### src/rtl/sha3512_digest_reader.sv
// sha3512_digest_reader
//
// Squeeze-side reader for the SHA3-512 coprocessor. On a capture request it
// snapshots the 512-bit digest (bits [511:0] of the Keccak state) into a
// private shadow register. It then streams the digest out as WORD_W-bit words
// over a valid/ready handshake. Because the shadow register is private, the
// round register and keccak-p core may start on the next message as soon as
// the capture edge has passed.
//
// Parameters
//   WORD_W    : output word width, 32 or 64 (N = 512/WORD_W words per digest)
//   BYTE_SWAP : 1 = reverse byte order inside each output word
//
// Ports
//   inClk     : clock, rising edge
//   inRst     : asynchronous active-high reset
//   inInit    : synchronous clear, same effect as reset
//   inCapture : one-cycle snapshot request, honoured only when idle
//   inState   : 1600-bit Keccak state, only [511:0] used
//   outBusy   : high while a digest is being streamed
//   outValid  : outData holds a valid word
//   outData   : current digest word, zero when not valid
//   inReady   : downstream accepts the word this cycle
//   outLast   : final word of the digest is presented
//   outDone   : one-cycle pulse after the final word transfers

module sha3512_digest_reader #(
   parameter int WORD_W    = 64,
   parameter bit BYTE_SWAP = 1'b0
) (
   input  logic              inClk,
   input  logic              inRst,
   input  logic              inInit,
   input  logic              inCapture,
   input  logic [1599:0]     inState,
   output logic              outBusy,
   output logic              outValid,
   output logic [WORD_W-1:0] outData,
   input  logic              inReady,
   output logic              outLast,
   output logic              outDone
);

   localparam int N     = 512 / WORD_W;
   localparam int IDX_W = $clog2(N);
   localparam int BYTES = WORD_W / 8;
   localparam logic [IDX_W-1:0] LAST_IDX = IDX_W'(N - 1);

   typedef enum logic {
      IDLE = 1'b0,
      SEND = 1'b1
   } state_e;

   state_e           state_q, state_d;
   logic [511:0]     shadow_q, shadow_d;
   logic [IDX_W-1:0] idx_q, idx_d;
   logic             last_q, last_d;
   logic             done_q, done_d;

   logic [WORD_W-1:0] rawWord;
   logic [WORD_W-1:0] outWord;

   // The upper 1088 bits of the state are capacity/rate lanes the digest
   // never uses; fold them into one sink so the intent is explicit.
   logic unusedStateBits;
   assign unusedStateBits = ^inState[1599:512];

   // Next-state logic. inInit overrides everything else and aborts a stream
   // without producing outDone. A capture while streaming is simply ignored,
   // so the shadow register can only change on an IDLE capture edge.
   always_comb begin
      state_d  = state_q;
      shadow_d = shadow_q;
      idx_d    = idx_q;
      done_d   = 1'b0;
      if (inInit) begin
         state_d  = IDLE;
         shadow_d = '0;
         idx_d    = '0;
      end else begin
         case (state_q)
            IDLE: begin
               if (inCapture) begin
                  state_d  = SEND;
                  shadow_d = inState[511:0];
                  idx_d    = '0;
               end
            end
            SEND: begin
               if (inReady) begin
                  if (idx_q == LAST_IDX) begin
                     state_d = IDLE;
                     idx_d   = '0;
                     done_d  = 1'b1;
                  end else begin
                     idx_d = idx_q + IDX_W'(1);
                  end
               end
            end
            default: begin
               state_d = IDLE;
               idx_d   = '0;
            end
         endcase
      end
      last_d = (state_d == SEND) && (idx_d == LAST_IDX);
   end

   // State, shadow, index and the registered last/done flags.
   always_ff @(posedge inClk or posedge inRst) begin
      if (inRst) begin
         state_q  <= IDLE;
         shadow_q <= '0;
         idx_q    <= '0;
         last_q   <= 1'b0;
         done_q   <= 1'b0;
      end else begin
         state_q  <= state_d;
         shadow_q <= shadow_d;
         idx_q    <= idx_d;
         last_q   <= last_d;
         done_q   <= done_d;
      end
   end

   // Output word: a pure mux of registered shadow data by the registered
   // index, optionally byte-reversed. Nothing here depends on inReady.
   always_comb begin
      rawWord = '0;
      for (int k = 0; k < N; k++) begin
         if (idx_q == IDX_W'(k)) begin
            rawWord = shadow_q[WORD_W*k +: WORD_W];
         end
      end
      outWord = rawWord;
      if (BYTE_SWAP) begin
         for (int b = 0; b < BYTES; b++) begin
            outWord[8*(BYTES-1-b) +: 8] = rawWord[8*b +: 8];
         end
      end
   end

   assign outBusy  = (state_q == SEND);
   assign outValid = (state_q == SEND);
   assign outData  = (state_q == SEND) ? outWord : '0;
   assign outLast  = last_q;
   assign outDone  = done_q;

endmodule

### config.mk
export PLATFORM = sky130hd
export DESIGN_NAME = sha3512_digest_reader
export DESIGN_NICKNAME = d
export VERILOG_FILES = /design/src/rtl/sha3512_digest_reader.sv
export SDC_FILE = /design/constraint.sdc
export NUM_CORES = 1
export LEC_CHECK = 0
export CAP_MARGIN = 0
export CORE_AREA = 2 2 650 652
export CTS_CLUSTER_DIAMETER = 120
export DETAILED_ROUTE_END_ITERATION = 10
export DIE_AREA = 0 0 652 654
export PLACE_DENSITY = 0.3
export SETUP_SLACK_MARGIN = 0.15
export SLEW_MARGIN = 20
export SYNTH_ARGS = -nofsm -noshare
export SYNTH_HDL_FRONTEND = slang
export SYNTH_SLANG_ARGS = --single-unit
### constraint.sdc
create_clock -name inClk -period 46.4 [get_ports inClk]
set_input_delay 9.28 -clock inClk [delete_from_list [all_inputs] [get_ports inClk]]
set_output_delay 9.28 -clock inClk [all_outputs]
set_load 0.02 [all_outputs]
==> reports/qor.txt, run 1 <==
Total wire length - 169 mm
Number of ports placed on the die boundary - 1673
Synth-to-Final Area Change - 61.8%
Number of cells in the design after placement - 8097
Sequential fraction of design power - 38.8%
Clock Latency Late Sink - 810 ps
Switching share of total power - 27.5%
CTS tree - done
Period Utilization, post-route - 31.4%
Clock sink count - 518
Worst Tran Pin Value - 1110 ps
Finished Layout Cells - 8274
Count of synthesis-stage warnings from yosys - 0
Most crowded layer after global routing - met2
Final setup skew - 72.2 ps
Unrepaired setup endpoints after global routing - false
Register clock-pin slew on the reported worst setup and hold paths - 60 ps
Maximum clock insertion buffer count - 4
Total global routing overflow - 0
Post CTS Setup Buffer Count - 0
Capture instance of the worst register-to-register path - shadow_q[188]
Placer Congestion - 0.760
Fraction of layout cells with a size suffix above 1 - 7.04%
Max-cap violation count - 0
H-tree Lvls - 3
Required time worst endpoint - 37120 ps
Core Region - 419000 µm²
Combinational Power Share - 12.2%
Hold Vio Cnt, Final - 0
Hold_buf cts - 0
Worst setup EP type - output pin
Row cnt - 238
Time the final worst path needs with I/O delays and setup - 14560 ps
Power Density - 32.9 nW/µm²
Max incr delay on CP - 630 ps
Post-detailed-route wirelength per cell - 20.4 µm
Register bit total from synthesis - 518
Sequential cell area - 13000 µm²
Final count of pins violating max slew - 0
All-layer global routing usage - 7.61%
Static Leak - 14.5 nW
Number of global-route vias before repair - 22100
Share of synthesized area occupied by flip-flops and latches - 54.2%
Overall die area - 426000 µm²
Cell types occupying the most area after synthesis - dfrtp_1 54%, a22o_1 20%, buf_2 3.4%
TritonCTS Buffers - 79
Post-DP HPWL - 123 mm
Number of buffers inserted by port buffering - 584
Endpoints failing setup - 0
Class of the tightest hold or removal check - flop to flop
Die Y - 654 µm
Clock Power Share - 49.0%
DRC violation total after the first TritonRoute iteration - 1236
Worst R2R Setup Slack - 41650 ps
Most Frequent Cell on Critical Path - buf_4
Multi-input logic area - 9760 µm²
Average instance area after synthesis - 11.0 µm²
Share of synthesized flip-flops with an asynchronous set or reset - 100%
Final-layout setup total negative slack - 0 ps
Maximum vdd drop - 0.0000248 V
Arrival time reported for the critical path endpoint - 5280 ps
Cell type contributing the most total cell area after synthesis - dfrtp_1
Number of detailed-route iterations in the first pass - 5
Power Internal - 0.000924 W
Post-layout nets - 4269
Global routing usage on met3 - 3.12%
Type of the worst setup path - flop to output pin
Crit-path max FO - 51
Fraction of synthesized cell area taken by the top area cell type - 54.2%
Net Count, Synth - 3784
Effective utilization at floorplan - 5.71%
Vias post-DR - 21300
Remaining number of nets flagged by the antenna check after routing - 0
Layout filler cell count - 48400
Net switching power - 0.000350 W
Die W - 652 µm
Met1 GRT Util - 9.30%
Final core utilization - 9.24%
Fraction of met2 tracks used by global routing - 12.1%
Endpoint of the worst setup timing path - outData[19]
Fin Hold WS - 497 ps
Post-CTS Resized - 0
Origin of the worst setup path - idx_q[1]
Drt via density - 2.58
Global-route wire length before repair - 219 mm
Startpoint of the most critical register-to-register path - outBusy
Tot Pwr - 0.00127 W
Count of unique library cells instantiated by Yosys - 33
Number of enable-type register cells in the synthesized netlist - 0
Master of the slowest instance on the critical path - buf_4
Number of cells produced by synthesis - 2173
Pin count of the biggest net entering global routing - 169
Leading register cell type out of synthesis - dfrtp_1
Cell at the root of the clock tree - clkbuf_16
Outcome - finished clean
Timing-limited maximum frequency - 68.7 MHz
Critical path launch point type - flop
Synthesized cell area - 23900 µm²
Antenna violations before repair - 130
Reg2reg path depth - 7
Cells along the critical path - inv_1 > ha_4 > buf_4 > buf_4 > buf_4 > nor2b_1 > o21ai_0 > a221oi_1 > a21oi_1 > clkdlybuf4s50_1
Residual DRC - 0
Relative slew slack - 25.0%
## cell usage in the layout, fill, tap and decap left out, drive strengths merged
cell,n
a221oi,40
clkdlybuf4s50,583
clkbuf,111
o21ai,84
nor2b,64
nor3,1
a21o,44
clkinvlp,4
mux2,1
nand2b,45
a22o,556
nor3b,1
nor2,153
a211oi,44
o211ai,84
a311oi,1
a22oi,1
o221ai,44
inv,29
and2,1
mux2i,1
a2bb2oi,1
bufinv,7
dfrtp,518
ha,6
a21boi,1
or3,1
a21oi,86
nand2,130
clkinv,11
buf,59
diode,41
and4,1
## power groups by stage
stage	combinational (W)	sequential (W)	clock [W]
after CTS	0.000161	0.000495	0.000653
final	0.000155	0.000495	0.000625
after floorplan	0.0000706	0.000496	0
after global placement	0.000161	0.000502	0
after detailed placement	0.000160	0.000503	0
after global routing	0.000169	0.000498	0.000667
## metal layers
layer	part of all wire, %	vias to the layer above
li1	-	9275
met1	42	10900
met2	46	763
met3	8.9	313
met4	3.0	110
met5	0.40	-
## per-stage QoR
stage	area (µm²)	setup slack, ps
final	38700	31840
after global routing	38600	31410
after CTS	38600	31220
after detailed placement	36100	32100
after global placement	36100	32090
after floorplan	23900	22650
## cells by family after synthesis
logic type,after synthesis,share of synthesized area [%]
AO/OA/AOI/OAI,986,32.6
multiplexers,2,0.0889
AND/OR/NAND/NOR,397,7.47
buffers and inverters,264,5.35
adder cells (fa/ha/maj),6,0.314
flip-flops,518,54.2
## critical path, delay by kind of cell (launching register included)
kind,cells,cell delay (ps)
AOI/OAI and AO/OA,3,570
adders and majority gates,1,440
buffers and inverters,5,2630
DFF,1,440
and+or+nand+nor,1,280
## synthesized netlist by cell type, drive strengths merged (6+ instances only)
cell	instances
nand2b	45
o211ai	84
inv	26
o221ai	44
nand2	130
buf	179
nor2b	64
a221oi	40
clkbuf	59
a21o	44
a22o	556
a211oi	44
o21ai	84
a21oi	86
ha	6
nor2	153
dfrtp	518
## worst min path at each step
stage / cells after the start / slack (ps) / to / start
after detailed placement: 1 / 480 / shadow_q[172] / shadow_q[172]
after CTS: 1 / 500 / shadow_q[177] / shadow_q[177]
after floorplan: 1 / 460 / shadow_q[148] / shadow_q[148]
final: 1 / 500 / shadow_q[183] / shadow_q[183]
after global placement: 1 / 480 / shadow_q[154] / shadow_q[154]
after global routing: 1 / 510 / shadow_q[163] / shadow_q[163]
## final cells by class
cell class / instances / share of cell area (%)
Inverter: 26 / 0.284
Timing Repair Buffer: 642 / 16.3
Multi-Input combinational cell: 1391 / 25.2
Tap cell: 5520 / 17.8
Antenna cell: 41 / 0.265
Clock buffer: 111 / 5.73
Sequential cell: 518 / 33.5
Clock inverter: 25 / 0.898
## flip-flops by register name (all words and copies together) (netlist names)
register	flops
idx_q	3
outBusy	1
outDone	1
outLast	1
shadow_q	512
No activity file was read; power rests on OpenSTA's default activity.
==> inputs of run 2 (changes only) <==
==> constraint.sdc (replaced) <==
create_clock -name inClk -period 13 [get_ports inClk]
set_input_delay 2.6 -clock inClk [delete_from_list [all_inputs] [get_ports inClk]]
set_output_delay 2.6 -clock inClk [all_outputs]
set_load 0.02 [all_outputs]
==> reports/qor.txt, run 2 (same netlist as run 1, synthesis figures left out) <==
Number of buffers inserted by port buffering - 584 (unchanged)
Outcome - finished clean
Maximum vdd drop - 0.0000788 V (+220%)
Row cnt - 238 (unchanged)
TritonCTS Buffers - 82 (+3.8%)
Hold Vio Cnt, Final - 0 (unchanged)
Final-layout setup total negative slack - 0 ps (unchanged)
Worst R2R Setup Slack - 9030 ps (-32620 ps)
DRC violation total after the first TritonRoute iteration - 1219 (-1.4%)
Cell at the root of the clock tree - clkbuf_16
Combinational Power Share - 12.0% (-0.2 points)
Total wire length - 167 mm (-0.83%)
Number of flip-flops under the largest register name - 512 (unchanged)
Number of ports placed on the die boundary - 1673 (unchanged)
Residual DRC - 0 (unchanged)
Overall die area - 426000 µm² (unchanged)
Most common library cell in the layout ignoring fill and taps - clkdlybuf4s50_1
Post CTS Setup Buffer Count - 0 (unchanged)
Relative slew slack - 14.4% (-11 points)
Die Y - 654 µm (unchanged)
Core Region - 419000 µm² (unchanged)
Type of the worst setup path - flop to output pin
Post-layout nets - 4263 (-0.14%)
Effective utilization at floorplan - 5.71% (unchanged)
Capture instance of the worst register-to-register path - shadow_q[214]
Crit-path max FO - 45 (-12%)
Fraction of layout cells with a size suffix above 1 - 7.28% (+0.24 points)
Fin Hold WS - 496 ps (-1.14 ps)
H-tree Lvls - 3 (unchanged)
Sequential fraction of design power - 38.9% (about the same)
Critical path launch point type - flop
Vias post-DR - 21400 (+0.26%)
Number of global-route vias before repair - 22200 (+0.39%)
Synth-to-Final Area Change - 62.0%
Worst setup EP type - output pin
Unrepaired setup endpoints after global routing - false
Arrival time reported for the critical path endpoint - 5160 ps (-120 ps)
Max-cap violation count - 0 (unchanged)
Pin count of the biggest net entering global routing - 183 (+8.3%)
Hold worst-path end - shadow_q[187]
Post-detailed-route wirelength per cell - 20.3 µm (-0.61%)
Startpoint of the most critical register-to-register path - outBusy
Final setup skew - 66.7 ps (-5.49 ps)
Hold_buf cts - 0 (unchanged)
Power Density - 117 nW/µm² (+260%)
Power Internal - 0.00328 W (+260%)
Registers with the most flip-flops - shadow_q (512), idx_q (3)
Total global routing overflow - 0 (unchanged)
Commonest non-fill, non-tap cells in the layout - 580 x clkdlybuf4s50_1, 556 x a22o_1, 516 x dfrtp_1
CTS tree - done
Number of cells on the worst hold path - 1 (unchanged)
Maximum clock insertion buffer count - 4 (unchanged)
Post-CTS Resized - 0 (unchanged)
Register clock-pin slew on the reported worst setup and hold paths - 60 ps (about the same)
Time the final worst path needs with I/O delays and setup - 7760 ps
Remaining number of nets flagged by the antenna check after routing - 0 (unchanged)
Post-DP HPWL - 120 mm (-2.2%)
Antenna violations before repair - 149 (+15%)
Switching share of total power - 27.7% (+0.28 points)
Clock Latency Late Sink - 820 ps (about the same)
Beginning of the worst hold path - shadow_q[187]
Tot Pwr - 0.00454 W (+260%)
Clock Power Share - 49.1% (about the same)
Endpoints failing setup - 0 (unchanged)
Drt via density - 2.59 (+0.49%)
Timing-limited maximum frequency - 129 MHz
Placer Congestion - 0.745 (-2.1%)
Net switching power - 0.00126 W (+260%)
Clock sink count - 518 (unchanged)
All-layer global routing usage - 7.58% (-0.032 points)
Biggest register - shadow_q
Worst Tran Pin Value - 1280 ps (+172 ps)
Global-route wire length before repair - 218 mm (-0.26%)
Reg2reg path depth - 6 (-1)
Period Utilization, post-route - 59.7%
Final count of pins violating max slew - 0 (unchanged)
Required time worst endpoint - 10400 ps (-26720 ps)
Static Leak - 14.6 nW (+0.14%)
Die W - 652 µm (unchanged)
Class of the tightest hold or removal check - flop to flop
Number of detailed-route iterations in the first pass - 6 (+1)
==> run 2: metal layers <==
layer,GRT usage [%],routed length [µm],vias up
li1,-,-,9249
met4,2.08,4490,114
met2,11.8,75000,833
met3,3.54,16800,329
met1,9.28,70100,10900
met5,0,701,-
==> run 2: final cells by class <==
| cell class | instances | area (µm²) |
|---|---|---|
| Timing Repair Buffer | 633 | 6330 |
| Fill cell | 48400 | 381000 |
| Clock buffer | 110 | 2320 |
| Tap cell | 5520 | 6910 |
| Inverter | 26 | 106 |
| Antenna cell | 30 | 75.1 |
| Clock inverter | 27 | 282 |
| Multi-Input combinational cell | 1391 | 9780 |
| Sequential cell | 518 | 13000 |
==> run 2: power groups by stage <==
| stage | logic, W | clock network (W) | registers, W |
|---|---|---|---|
| global placement | 0.000563 | 0 | 0.00179 |
| global route | 0.000594 | 0.00239 | 0.00178 |
| finish | 0.000544 | 0.00223 | 0.00177 |
| detailed placement | 0.000561 | 0 | 0.00179 |
| CTS | 0.000565 | 0.00234 | 0.00177 |
| floorplan | 0.000252 | 0 | 0.00177 |
==> run 2: worst max-delay path, cell delays in order, from the launching register on <==
cell and delay [ps]:
dfrtp_1 450, inv_1 190, ha_4 400, buf_4 590, and2_4 490, buf_4 640
a21o_1 240, o221ai_1 120, nor2_1 310, clkdlybuf4s50_1 860
==> run 2: how the worst max path moves through the flow <==
stage,startpoint,end,slack (ps)
floorplan,inRst,idx_q[0],3360
global placement,idx_q[2],outData[6],5260
detailed placement,idx_q[0],outData[5],5660
CTS,idx_q[0],outData[5],4730
global route,idx_q[0],outData[5],4760
finish,idx_q[0],outData[34],5240
==> run 2: stage by stage <==
step	utilization [%]	instance area [µm²]	cells	setup WS, ps
6_report	9.24	38800	8255	5240
4_1_cts	9.22	38700	8224	4730
5_1_grt	9.23	38700	8236	4760
2_1_floorplan	-	23900	2173	3360
3_3_place_gp	8.60	36000	8086	5260
3_5_place_dp	8.60	36100	8087	5660
